==> src/rtl/ui_game_pkg.sv <==
// rtl/ui_game_pkg.sv - shared board geometry, turn FSM states and die helpers
// Purpose: constants shared with the renderer and test top, the turn_controller
//          state type, and the LFSR / die-roll helper functions.
// Ports:   none (package).
package ui_game_pkg;

   localparam int TILE_SPACING = 60;   // pixels per step
   localparam int START_X      = 20;   // start x of both players
   localparam int MAX_X        = 620;  // flag x: clamp limit and win position
   localparam logic [7:0] LFSR_SEED = 8'hA5;

   typedef enum logic [2:0] {
      IDLE  = 3'd0,
      CALC  = 3'd1,
      MOVE  = 3'd2,
      CHECK = 3'd3,
      OVER  = 3'd4
   } turn_state_t;

   // 8-bit Fibonacci LFSR, taps 8,6,5,4; a non-zero seed never reaches zero.
   function automatic logic [7:0] lfsr_next(input logic [7:0] cur);
      return {cur[6:0], cur[7] ^ cur[5] ^ cur[4] ^ cur[3]};
   endfunction

   // Die roll 1..3 from the current LFSR value.
   function automatic logic [1:0] roll_step(input logic [7:0] cur);
      logic [7:0] rem;
      rem = cur % 8'd3;
      return rem[1:0] + 2'd1;
   endfunction

endpackage

==> src/rtl/turn_controller_if.sv <==
// rtl/turn_controller_if.sv - move handshake between turn sequencer and renderer
// Purpose: per-player target_x / move_start request and turn_done completion.
// Ports:   master = turn sequencer (drives targets and move_start),
//          slave  = renderer (drives turn_done).
interface turn_controller_if;
   logic [9:0] player1_target_x;
   logic       player1_move_start;
   logic       player1_turn_done;
   logic [9:0] player2_target_x;
   logic       player2_move_start;
   logic       player2_turn_done;

   modport master (
      output player1_target_x, player1_move_start,
      output player2_target_x, player2_move_start,
      input  player1_turn_done, player2_turn_done
   );

   modport slave (
      input  player1_target_x, player1_move_start,
      input  player2_target_x, player2_move_start,
      output player1_turn_done, player2_turn_done
   );
endinterface

==> src/rtl/turn_controller_debounce.sv <==
// rtl/turn_controller_debounce.sv - button synchronizer, debouncer and press pulse
// Purpose: 2-flop synchronizer, stability counter, 1-cycle rising-edge pulse.
// Ports:   clk_100mhz, btn_reset (async, active-high), btn_raw (raw button),
//          btn_pulse (1 cycle on the debounced rising edge).
module btn_debounce #(
   parameter int DEBOUNCE_CYCLES = 1_000_000
) (
   input  logic clk_100mhz,
   input  logic btn_reset,
   input  logic btn_raw,
   output logic btn_pulse
);
   localparam int CNT_W = (DEBOUNCE_CYCLES > 1) ? $clog2(DEBOUNCE_CYCLES) : 1;

   logic             sync1_q, sync1_d;
   logic             sync2_q, sync2_d;
   logic             level_q, level_d;
   logic             pulse_q, pulse_d;
   logic [CNT_W-1:0] cnt_q, cnt_d;

   always_comb begin
      sync1_d = btn_raw;
      sync2_d = sync1_q;
      level_d = level_q;
      cnt_d   = '0;
      // Count consecutive samples that disagree with the accepted level;
      // any agreeing sample restarts the count.
      if (sync2_q != level_q) begin
         if (cnt_q == CNT_W'(DEBOUNCE_CYCLES - 1)) begin
            level_d = sync2_q;
         end else begin
            cnt_d = cnt_q + CNT_W'(1);
         end
      end
      pulse_d = level_d & ~level_q;
   end

   always_ff @(posedge clk_100mhz or posedge btn_reset) begin
      if (btn_reset) begin
         sync1_q <= 1'b0;
         sync2_q <= 1'b0;
         level_q <= 1'b0;
         pulse_q <= 1'b0;
         cnt_q   <= '0;
      end else begin
         sync1_q <= sync1_d;
         sync2_q <= sync2_d;
         level_q <= level_d;
         pulse_q <= pulse_d;
         cnt_q   <= cnt_d;
      end
   end

   assign btn_pulse = pulse_q;
endmodule

==> src/rtl/turn_controller.sv <==
// rtl/turn_controller.sv - game-turn sequencer feeding the UI renderer
// Purpose: debounces buttons, rolls or forces a 1..3 step count, drives the
//          active player's target_x/move_start, waits for turn_done,
//          alternates players and declares a winner at the flag.
// Ports:   clk_100mhz, btn_reset (async, active-high); btn_roll, btnL, btnU,
//          btnR raw buttons; rnd renderer handshake (master side);
//          active_player, dice_value, game_over, winner status outputs.
module turn_controller
   import ui_game_pkg::*;
#(
   parameter int DEBOUNCE_CYCLES = 1_000_000
) (
   input  logic                     clk_100mhz,
   input  logic                     btn_reset,
   input  logic                     btn_roll,
   input  logic                     btnL,
   input  logic                     btnU,
   input  logic                     btnR,
   turn_controller_if.master        rnd,
   output logic                     active_player,
   output logic [1:0]               dice_value,
   output logic                     game_over,
   output logic                     winner
);
   logic roll_pulse, l_pulse, u_pulse, r_pulse;

   btn_debounce #(.DEBOUNCE_CYCLES(DEBOUNCE_CYCLES)) u_db_roll (
      .clk_100mhz(clk_100mhz), .btn_reset(btn_reset), .btn_raw(btn_roll), .btn_pulse(roll_pulse));
   btn_debounce #(.DEBOUNCE_CYCLES(DEBOUNCE_CYCLES)) u_db_l (
      .clk_100mhz(clk_100mhz), .btn_reset(btn_reset), .btn_raw(btnL), .btn_pulse(l_pulse));
   btn_debounce #(.DEBOUNCE_CYCLES(DEBOUNCE_CYCLES)) u_db_u (
      .clk_100mhz(clk_100mhz), .btn_reset(btn_reset), .btn_raw(btnU), .btn_pulse(u_pulse));
   btn_debounce #(.DEBOUNCE_CYCLES(DEBOUNCE_CYCLES)) u_db_r (
      .clk_100mhz(clk_100mhz), .btn_reset(btn_reset), .btn_raw(btnR), .btn_pulse(r_pulse));

   turn_state_t state_q, state_d;
   logic [9:0]  p1_tx_q, p1_tx_d, p2_tx_q, p2_tx_d;
   logic [9:0]  p1_pos_q, p1_pos_d, p2_pos_q, p2_pos_d;
   logic        p1_ms_q, p1_ms_d, p2_ms_q, p2_ms_d;
   logic        active_q, active_d;
   logic [1:0]  dice_q, dice_d;
   logic        over_q, over_d;
   logic        winner_q, winner_d;
   logic [7:0]  lfsr_q, lfsr_d;
   // [0],[1] synchronize the 25 MHz turn_done; [2] is the edge-detect history.
   logic [2:0]  p1_done_q, p1_done_d, p2_done_q, p2_done_d;

   logic        p1_done_pulse, p2_done_pulse, act_done;
   logic [9:0]  cur_pos;
   logic [10:0] next_x;
   logic [9:0]  new_tx;

   assign p1_done_pulse = p1_done_q[1] & ~p1_done_q[2];
   assign p2_done_pulse = p2_done_q[1] & ~p2_done_q[2];
   assign act_done      = active_q ? p2_done_pulse : p1_done_pulse;
   assign cur_pos       = active_q ? p2_pos_q : p1_pos_q;
   assign next_x        = {1'b0, cur_pos} + 11'(dice_q) * 11'(TILE_SPACING);
   assign new_tx        = (next_x > 11'(MAX_X)) ? 10'(MAX_X) : next_x[9:0];

   always_comb begin
      state_d   = state_q;
      p1_tx_d   = p1_tx_q;
      p2_tx_d   = p2_tx_q;
      p1_pos_d  = p1_pos_q;
      p2_pos_d  = p2_pos_q;
      p1_ms_d   = p1_ms_q;
      p2_ms_d   = p2_ms_q;
      active_d  = active_q;
      dice_d    = dice_q;
      over_d    = over_q;
      winner_d  = winner_q;
      lfsr_d    = lfsr_next(lfsr_q);
      p1_done_d = {p1_done_q[1:0], rnd.player1_turn_done};
      p2_done_d = {p2_done_q[1:0], rnd.player2_turn_done};

      case (state_q)
         IDLE: begin
            // Fixed priority; lower-priority simultaneous pulses are dropped.
            if (l_pulse) begin
               dice_d  = 2'd1;
               state_d = CALC;
            end else if (u_pulse) begin
               dice_d  = 2'd2;
               state_d = CALC;
            end else if (r_pulse) begin
               dice_d  = 2'd3;
               state_d = CALC;
            end else if (roll_pulse) begin
               dice_d  = roll_step(lfsr_q);
               state_d = CALC;
            end
         end
         CALC: begin
            // move_start is raised together with target_x so the renderer
            // never sees the request before the destination is stable.
            if (active_q) begin
               p2_tx_d = new_tx;
               p2_ms_d = 1'b1;
            end else begin
               p1_tx_d = new_tx;
               p1_ms_d = 1'b1;
            end
            state_d = MOVE;
         end
         MOVE: begin
            if (act_done) begin
               if (active_q) begin
                  p2_ms_d  = 1'b0;
                  p2_pos_d = p2_tx_q;
               end else begin
                  p1_ms_d  = 1'b0;
                  p1_pos_d = p1_tx_q;
               end
               state_d = CHECK;
            end
         end
         CHECK: begin
            if (cur_pos == 10'(MAX_X)) begin
               over_d   = 1'b1;
               winner_d = active_q;
               state_d  = OVER;
            end else begin
               active_d = ~active_q;
               state_d  = IDLE;
            end
         end
         OVER: begin
            p1_ms_d = 1'b0;
            p2_ms_d = 1'b0;
         end
         default: state_d = IDLE;
      endcase
   end

   always_ff @(posedge clk_100mhz or posedge btn_reset) begin
      if (btn_reset) begin
         state_q   <= IDLE;
         p1_tx_q   <= 10'(START_X);
         p2_tx_q   <= 10'(START_X);
         p1_pos_q  <= 10'(START_X);
         p2_pos_q  <= 10'(START_X);
         p1_ms_q   <= 1'b0;
         p2_ms_q   <= 1'b0;
         active_q  <= 1'b0;
         dice_q    <= 2'd0;
         over_q    <= 1'b0;
         winner_q  <= 1'b0;
         lfsr_q    <= LFSR_SEED;
         p1_done_q <= 3'b000;
         p2_done_q <= 3'b000;
      end else begin
         state_q   <= state_d;
         p1_tx_q   <= p1_tx_d;
         p2_tx_q   <= p2_tx_d;
         p1_pos_q  <= p1_pos_d;
         p2_pos_q  <= p2_pos_d;
         p1_ms_q   <= p1_ms_d;
         p2_ms_q   <= p2_ms_d;
         active_q  <= active_d;
         dice_q    <= dice_d;
         over_q    <= over_d;
         winner_q  <= winner_d;
         lfsr_q    <= lfsr_d;
         p1_done_q <= p1_done_d;
         p2_done_q <= p2_done_d;
      end
   end

   assign rnd.player1_target_x   = p1_tx_q;
   assign rnd.player1_move_start = p1_ms_q;
   assign rnd.player2_target_x   = p2_tx_q;
   assign rnd.player2_move_start = p2_ms_q;
   assign active_player          = active_q;
   assign dice_value             = dice_q;
   assign game_over              = over_q;
   assign winner                 = winner_q;
endmodule

==> src/flat_wrapper.sv <==
// flat-port wrapper written by rule: the top's interface ports become plain ports
module turn_controller_flat import ui_game_pkg::*;
#(
   parameter int DEBOUNCE_CYCLES = 1_000_000
)
  (clk_100mhz, btn_reset, btn_roll, btnL, btnU, btnR, active_player, dice_value, game_over, winner, rnd_player1_target_x, rnd_player1_move_start, rnd_player2_target_x, rnd_player2_move_start, rnd_player1_turn_done, rnd_player2_turn_done);
  turn_controller_if rnd_i ();
  input  logic clk_100mhz;
  input  logic btn_reset;
  input  logic btn_roll;
  input  logic btnL;
  input  logic btnU;
  input  logic btnR;
  output logic active_player;
  output logic [1:0] dice_value;
  output logic game_over;
  output logic winner;
  output wire logic [$bits(rnd_i.player1_target_x)-1:0] rnd_player1_target_x;
  output wire logic [$bits(rnd_i.player1_move_start)-1:0] rnd_player1_move_start;
  output wire logic [$bits(rnd_i.player2_target_x)-1:0] rnd_player2_target_x;
  output wire logic [$bits(rnd_i.player2_move_start)-1:0] rnd_player2_move_start;
  input wire logic [$bits(rnd_i.player1_turn_done)-1:0] rnd_player1_turn_done;
  input wire logic [$bits(rnd_i.player2_turn_done)-1:0] rnd_player2_turn_done;
  assign rnd_player1_target_x = rnd_i.player1_target_x;
  assign rnd_player1_move_start = rnd_i.player1_move_start;
  assign rnd_player2_target_x = rnd_i.player2_target_x;
  assign rnd_player2_move_start = rnd_i.player2_move_start;
  assign rnd_i.player1_turn_done = rnd_player1_turn_done;
  assign rnd_i.player2_turn_done = rnd_player2_turn_done;
  turn_controller #(.DEBOUNCE_CYCLES(DEBOUNCE_CYCLES)) u_core (.clk_100mhz(clk_100mhz), .btn_reset(btn_reset), .btn_roll(btn_roll), .btnL(btnL), .btnU(btnU), .btnR(btnR), .rnd(rnd_i), .active_player(active_player), .dice_value(dice_value), .game_over(game_over), .winner(winner));
endmodule
==> config.mk <==
export PLATFORM = sky130hd
export DESIGN_NAME = turn_controller_flat
export DESIGN_NICKNAME = d
export VERILOG_FILES = /design/src/rtl/ui_game_pkg.sv /design/src/rtl/turn_controller_if.sv /design/src/rtl/turn_controller_debounce.sv /design/src/rtl/turn_controller.sv /design/src/flat_wrapper.sv
export SDC_FILE = /design/constraint.sdc
export NUM_CORES = 1
export LEC_CHECK = 0
export CAP_MARGIN = 15
export CORE_ASPECT_RATIO = 1.1
export CORE_MARGIN = 8
export CORE_UTILIZATION = 40
export DETAILED_ROUTE_END_ITERATION = 16
export PLACE_DENSITY_LB_ADDON = 0.3
export SYNTH_ARGS = -nofsm -noshare
export SYNTH_HDL_FRONTEND = slang
export SYNTH_SLANG_ARGS = --single-unit
==> constraint.sdc <==
create_clock -name clk_100mhz -period 6.5 [get_ports clk_100mhz]
set_input_delay 1.3 -clock clk_100mhz [delete_from_list [all_inputs] [get_ports clk_100mhz]]
set_output_delay 1.3 -clock clk_100mhz [all_outputs]
set_load 0.01 [all_outputs]
==> impl_results.md, run 1 <==
* Top_reg_cell synth: dfrtp_1
* Synthesis Warnings at 0
* Count leader, synth: dfrtp_1
* CTS H-tree lvls at 4
* Fraction of layout cells with a size suffix above 1 at 0.126
* Largest net degree at the start of global routing at 106
* Worst rel slew slack at 0.366
* Die W at 148 um
* Synth Register Bits at 160
* Layout area overhead at 14.5%
* WL per Instance at between 10 and 15 um
* # rows at 53
* Worst hold path type: reg -> reg
* WS Path Type: reg -> reg
* PostCTS Resize Cnt at 0
* Critical path fanouts, max at 25
* Number of global-route vias before repair at 5153
* I/O Pins at 35
* Worst-path cell chain: mux2_2, ha_1, inv_1, fa_1, nor2b_1, o21ai_0, a21oi_1, o21ai_0, nor3b_1, o21ba_2, a211o_1, a31o_2
* Flop2flop setup slack at 2.74 ns
* Starting density of the core at 0.404
* Status: completed
* Post-synth top area share at 0.484
* Most frequent CP cell: o21ai_0
* Cell accounting for the most synthesized area: dfrtp_1
* First-pass GRT wire length at roughly 25000 um
* Post-synth EDFFs at 0
* I/O Buffers at 34
* Via density at 5.11
* Cells after DPL at 985
* Post-CTS setup buffers at 0
* Later-pin clock latency in the skew report at 0.43 ns
* Worst-Margin Slew at 0.951 ns
* Root Driver: clkbuf_16
* Sinks on Clock Net at 160
* Filler cell count at approximately 1800
* Congestion Overflow GR at 0
* Crit end category: flop
* CP Capture Point: u_core.rnd.player2_target_x[1]
* Clock buffer depth at 2
* Syn_area_per_cell at 10.6 um^2
* Max-capacitance violation count at 0
* Post-route DRC violation count at 0
* Clock period minus worst slack at between 3 and 4 ns
* Seq/Total Area, Yosys at 0.525
* DR iter-0 viols at 313
* Synthesized netlist cell count at 724
* Worst Path Arrival at 4.07 ns
* CP startpoint kind: flop
* Worst VDD drop at 0.000191 V
* CTS tree: built
* Top post-synthesis cells by area: dfrtp_1, xor2_1, nor2_1
* Final net count at between 700 and 800
* Total area of sequential cells at 4020 um^2
* Critical path origin: u_core.active_player
* Antenna-violating nets left at 0
* Drt first pass iters at 5
* Cell Area, Synth at roughly 7700 um^2
* Finished Layout Cells at 1017
* Crit share post-route at 0.578
* Setup_tns at 0 ns
* Hold_buf cts at 0
* Initial antenna violation count at 0
* Dpl hpwl at 9570 um
* Power Total at slightly below 2 mW
* Core Region at 19000 um^2
* Ant. Diodes at 0
* Synth cell count leaders: dfrtp_1, nor2_1, xor2_1
* CP max-delay cell: dfrtp_1
* Multi-input gate area at 3450 um^2
* Final setup fails at 0
* Syn Nets at 748
* Clock transition at path regs at 0.06 ns
* Die height at 161 um
* Synth cell types at 62
* Unrepaired setup endpoints after global routing: false
* Worst path required time at roughly 6.8 ns
* R2R Path Start: u_core.active_player
* Final Slew Violations at 0
* Die area at 23800 um^2
* Critical path's largest stage delay at 0.92 ns
* Worst Skew at 0.0155 ns
* CTS buffer count at 17
* Final Hold Fails at 0
* End of the worst register-to-register path: u_core.rnd.player2_target_x[1]
* Reg2Reg Depth at 12
* DRT Wirelength at 14300 um
* Static leakage at 3.90 nW
* Post-synth ARST share at 1.00
* Gr usage total at 0.129
* Vias at about 5200
* Routability congestion estimate at 0.799
* Pwr dens at 227 nW/um^2
* Maximum clock frequency at 0.266 GHz
-- layout make-up --
class | count | share of cell area
Multi-Input combinational cell | 522 | 0.394
Tap cell | 247 | 0.0353
Timing Repair Buffer | 36 | 0.0405
Sequential cell | 160 | 0.458
Clock buffer | 17 | 0.0485
Inverter | 20 | 0.00914
Clock inverter | 15 | 0.0143
-- power by group --
group | total (mW) | switching [mW] | internal, mW
Sequential | 1.01 | 0.00795 | 1.01
Clock | 0.931 | 0.430 | 0.500
Combinational | 0.0439 | 0.0323 | 0.0117
Total | 1.99 | 0.471 | 1.52
-- worst max-delay path: cells and delay by family (launching register included) --
family	cells	cell delay [ns]
AOI/OAI and AO/OA	6	1.47
adders and majority gates	2	0.39
buffers and inverters	1	0.07
DFF	1	0.92
muxes	1	0.41
and+or+nand+nor	2	0.37
-- logic make-up after synthesis --
family          synth area share
compound gates            0.0727
xor+xnor                  0.0915
fa+ha+maj                 0.0271
buf+inv                   0.0240
flops                      0.525
mux                       0.0528
simple gates               0.207
-- how the worst min path moves through the flow --
| stage | slack (ns) | start | cells past startpoint | endpoint |
|---|---|---|---|---|
| finish | 0.34 | u_core.u_db_roll.sync1_q | 0 | u_core.u_db_roll.sync2_q |
| global route | 0.35 | u_core.u_db_roll.sync1_q | 0 | u_core.u_db_roll.sync2_q |
| CTS | 0.34 | u_core.u_db_roll.sync1_q | 0 | u_core.u_db_roll.sync2_q |
| detailed placement | 0.34 | u_core.p2_done_q[0] | 0 | u_core.p2_done_q[1] |
| global placement | 0.34 | u_core.u_db_roll.sync1_q | 0 | u_core.u_db_roll.sync2_q |
| floorplan | 0.33 | u_core.p1_done_q[0] | 0 | u_core.p1_done_q[1] |
-- metal layers --
layer / global-route usage / vias up / wire, um / part of all wire
met1: 0.171 / 2524 / 6870 / 0.48
met4: 0.0534 / 0 / 280 / 0.020
li1: - / 2569 / - / -
met2: 0.200 / 81 / 6690 / 0.47
met5: 0 / - / 0 / 0
met3: 0.0297 / 18 / 447 / 0.031
-- per-stage QoR --
step	utilization	instance area [um^2]	worst slack, ns	hold WS, ns
final	0.462	8770	2.74	0.344
after floorplan	-	7650	0.900	0.331
after CTS	0.462	8770	2.78	0.343
after detailed placement	0.433	8220	2.79	0.336
after global routing	0.462	8770	2.32	0.348
after global placement	0.433	8220	2.90	0.336
-- cells in the final DEF (no fill, tap or decap), types with 8 or more instances in the layout --
cell | synthesis | routed
dfrtp_1 | 148 | 148
nor2_1 | 104 | 104
xor2_1 | 47 | 47
nand2_1 | 45 | 45
nand3_1 | 36 | 36
clkdlybuf4s50_1 | 0 | 34
xnor2_1 | 33 | 33
mux2_2 | 31 | 31
and3_1 | 29 | 29
o21ai_0 | 24 | 24
a21oi_1 | 21 | 21
inv_1 | 20 | 19
clkbuf_16 | 0 | 17
ha_1 | 15 | 15
dfstp_2 | 12 | 12
nor3b_1 | 10 | 10
or3_1 | 10 | 10
nand4_1 | 8 | 8
nor4_1 | 8 | 8
-- state kept, by name, indices dropped and copies added, names as in the netlist, 2 cells and up --
signal / cells
u_core.u_db_u.cnt_q: 20
u_core.u_db_r.cnt_q: 20
u_core.rnd.player1_target_x: 10
u_core.lfsr_q: 8
u_core.u_db_roll.cnt_q: 20
u_core.state_q: 3
u_core.rnd.player2_target_x: 10
u_core.u_db_l.cnt_q: 20
u_core.p2_pos_q: 10
u_core.p2_done_q: 3
u_core.dice_value: 2
u_core.p1_done_q: 3
u_core.p1_pos_q: 10
No activity file was read; power rests on OpenSTA's default activity.
==> inputs of run 2 (changes only) <==
Clock period 6.5 ns to 3.2 ns, I/O delays scaled along.
==> run 2 against run 1 <==
Clock skew shrank 0.0081 ns. Worst hold slack better by 0.0035 ns. Total power up 110%. Via count up 1.1%. Global-route usage shrank 0.12 points. Non-clock buffer count up 13. Critical path type unchanged. Flip-flop and latch count unchanged. Worst setup slack worse by 2.5 ns. Sequential share of layout area is 1.1 points lower.
==> impl_results.md, run 2 (synthesized netlist as in run 1, its figures left out) <==
* Status: completed (unchanged)
* Sequential power share at 0.489 (was 0.510)
* CP Capture Point: u_core.dice_value[0] (was u_core.rnd.player2_target_x[1])
* Routability congestion estimate at 0.807 (was 0.799)
* Max-capacitance violation count at 0 (unchanged)
* Worst Skew at 0.00737 ns (was 0.0155 ns)
* Hold_buf cts at 0 (unchanged)
* Static leakage at 4.00 nW (was 3.90 nW)
* Starting density of the core at 0.404 (unchanged)
* WL per Instance at 14.0 um (was 14.1 um)
* I/O Buffers at 34 (unchanged)
* R2R Path Start: u_core.lfsr_q[2] (was u_core.active_player)
* Filler cell count at 1794 (was 1777)
* Fraction of layout cells with a size suffix above 1 at 0.146 (was 0.126)
* Clock period minus worst slack at 3.00 ns (was 3.76 ns)
* Vias at 5251 (was 5192)
* Critical path fanouts, max at 6 (was 25)
* CP max-delay cell: dfstp_2 (was dfrtp_1)
* Clock transition at path regs at 0.06 ns (about the same)
* Final net count at 794 (was 781)
* CTS buffer count at 17 (unchanged)
* Via density at 5.10 (was 5.11)
* CP bufs+invs at 2 (was 1)
* Crit share post-route at 0.936 (was 0.578)
* Hold Worst Slack at 0.347 ns (was 0.344 ns)
* Die area at 23800 um^2 (unchanged)
* Setup ws final at 0.204 ns (was 2.74 ns)
* Hold Startpoint: u_core.u_db_roll.sync1_q (unchanged)
* Congestion Overflow GR at 0 (unchanged)
* Critical path origin: u_core.lfsr_q[2] (was u_core.active_player)
* DRT Wirelength at 14500 um (was 14300 um)
* Pwr dens at 469 nW/um^2 (was 227 nW/um^2)
* End of the worst register-to-register path: u_core.dice_value[0] (was u_core.rnd.player2_target_x[1])
* Switching Share at 0.220 (was 0.237)
* Flop2flop setup slack at 0.20 ns (was 2.74 ns)
* I/O Pins at 35 (unchanged)
* Most frequent cells in the layout: dfrtp_1, nor2_1, xor2_1 (unchanged)
* Clock buffer depth at 2 (unchanged)
* Die height at 161 um (unchanged)
* Final Hold Fails at 0 (unchanged)
* Sinks on Clock Net at 160 (unchanged)
* Setup_tns at 0 ns (unchanged)
* Switch Pwr at 927 uW (was 471 uW)
* Layout area overhead at 17.2% (was 14.5%)
* Worst-Margin Slew at 0.748 ns (was 0.951 ns)
* Maximum clock frequency at 0.334 GHz (was 0.266 GHz)
* Post-route DRC violation count at 0 (unchanged)
* Core Region at 19000 um^2 (unchanged)
* Root Driver: clkbuf_16 (unchanged)
* CTS tree: built (unchanged)
* Setup WS pre-CTS at 0.0756 ns (was 2.79 ns)
* First-pass GRT wire length at 25100 um (was 25200 um)
* Crit. path cell count at 14 (was 12)
* Critical path's largest stage delay at 0.58 ns (was 0.92 ns)
* Die W at 148 um (unchanged)
* Combinational Power Share at 0.023 (was 0.022)
* Dpl hpwl at 9940 um (was 9570 um)
* Pint at 3.28 mW (was 1.52 mW)
* Worst Path Arrival at 3.33 ns (was 4.07 ns)
* Drt first pass iters at 5 (unchanged)
* Worst rel slew slack at 0.497 (was 0.366)
* Final setup fails at 0 (unchanged)
* Commonest non-fill, non-tap cell in the layout: dfrtp_1 (unchanged)
* Worst hold path type: reg -> reg (unchanged)
* Unrepaired setup endpoints after global routing: false (unchanged)
* Gr usage total at 0.128 (was 0.129)
* Largest net degree at the start of global routing at 56 (was 106)
* Ant. Diodes at 0 (unchanged)
* Clock Power Share at 0.488 (was 0.468)
* Crit end category: flop (unchanged)
* CP startpoint kind: flop (unchanged)
* Placed inst area at 8310 um^2 (was 8220 um^2)
* CTS H-tree lvls at 4 (unchanged)
* Post-layout util at 0.473 (was 0.462)
* # rows at 53 (unchanged)
* Reg2Reg Depth at 14 (was 12)
* DR iter-0 viols at 264 (was 313)
* Initial antenna violation count at 0 (unchanged)
* Worst-path cell chain: buf_4, xnor2_1, or3_1, a31o_1, o211a_4, inv_1, ha_4, nor4_4, o211ai_1, o21ai_0, ha_1, o21bai_2, mux2_4, a211oi_2 (was mux2_2, ha_1, inv_1, fa_1, nor2b_1, o21ai_0, a21oi_1, o21ai_0, nor3b_1, o21ba_2, a211o_1, a31o_2)
* Later-pin clock latency in the skew report at 0.42 ns (was 0.43 ns)
* Number of global-route vias before repair at 5178 (was 5153)
* Worst VDD drop at 0.000284 V (was 0.000191 V)
* Worst path required time at 3.54 ns (was 6.81 ns)
* Final Slew Violations at 0 (unchanged)
* WS Path Type: reg -> reg (unchanged)
* Antenna-violating nets left at 0 (unchanged)
* CP delay by family, top: compound AO/OA/AOI/OAI gates (unchanged)
* Post-route cell area at 8970 um^2 (was 8770 um^2)
run 2: changes by cell type in the layout (fill, tap and decap cells not counted), moves of 3 or more:
cell,delta
clkinv_4,+3
buf_4,+10
inv_6,-3
clkinv_2,-3
run 2: cell type report:
| type | instances | area (um^2) | share of cell area |
|---|---|---|---|
| clock inverters | 12 | 149 | 0.0166 |
| flip-flops and latches | 160 | 4020 | 0.448 |
| clock buffers | 20 | 457 | 0.0509 |
| repair buffers | 49 | 475 | 0.0530 |
| inverters | 20 | 78.8 | 0.00878 |
| multi-input cells | 522 | 3490 | 0.388 |
| well taps | 247 | 309 | 0.0344 |
run 2: metal layers:
| layer | share of wire | vias up | GRT usage | routed length, um |
|---|---|---|---|---|
| met4 | 0.013 | 0 | 0.0432 | 183 |
| li1 | - | 2604 | - | - |
| met1 | 0.48 | 2594 | 0.167 | 6930 |
| met2 | 0.48 | 40 | 0.204 | 7010 |
| met5 | 0 | - | 0 | 0 |
| met3 | 0.024 | 13 | 0.0311 | 340 |
run 2: how the worst min path moves through the flow:
stage               cells past startpoint                  endpoint
floorplan                               0       u_core.p1_done_q[1]
global placement                        0     u_core.u_db_u.sync2_q
detailed placement                      0  u_core.u_db_roll.sync2_q
CTS                                     0  u_core.u_db_roll.sync2_q
global route                            0       u_core.p1_done_q[1]
finish                                  0  u_core.u_db_roll.sync2_q
run 2: stage by stage:
stage                     instances  total power [mW]
after floorplan                 724              2.16
after global placement          994              2.20
after detailed placement        994              2.20
after CTS                      1026              4.27
after global routing           1030              4.37
final                          1030              4.21
run 2: power by group through the flow:
stage                     clock, mW  sequential, mW  combinational [mW]
final                          2.06            2.06              0.0953
after global routing           2.19            2.06               0.113
after CTS                      2.11            2.06               0.101
after detailed placement          0            2.10               0.100
after global placement            0            2.10               0.100
after floorplan                   0            2.09              0.0652
run 2: what timing repair did:
item                                    CTS  global route
gates resized for setup                   0             6
setup buffers                             0             4
endpoints found under the setup margin    0            13
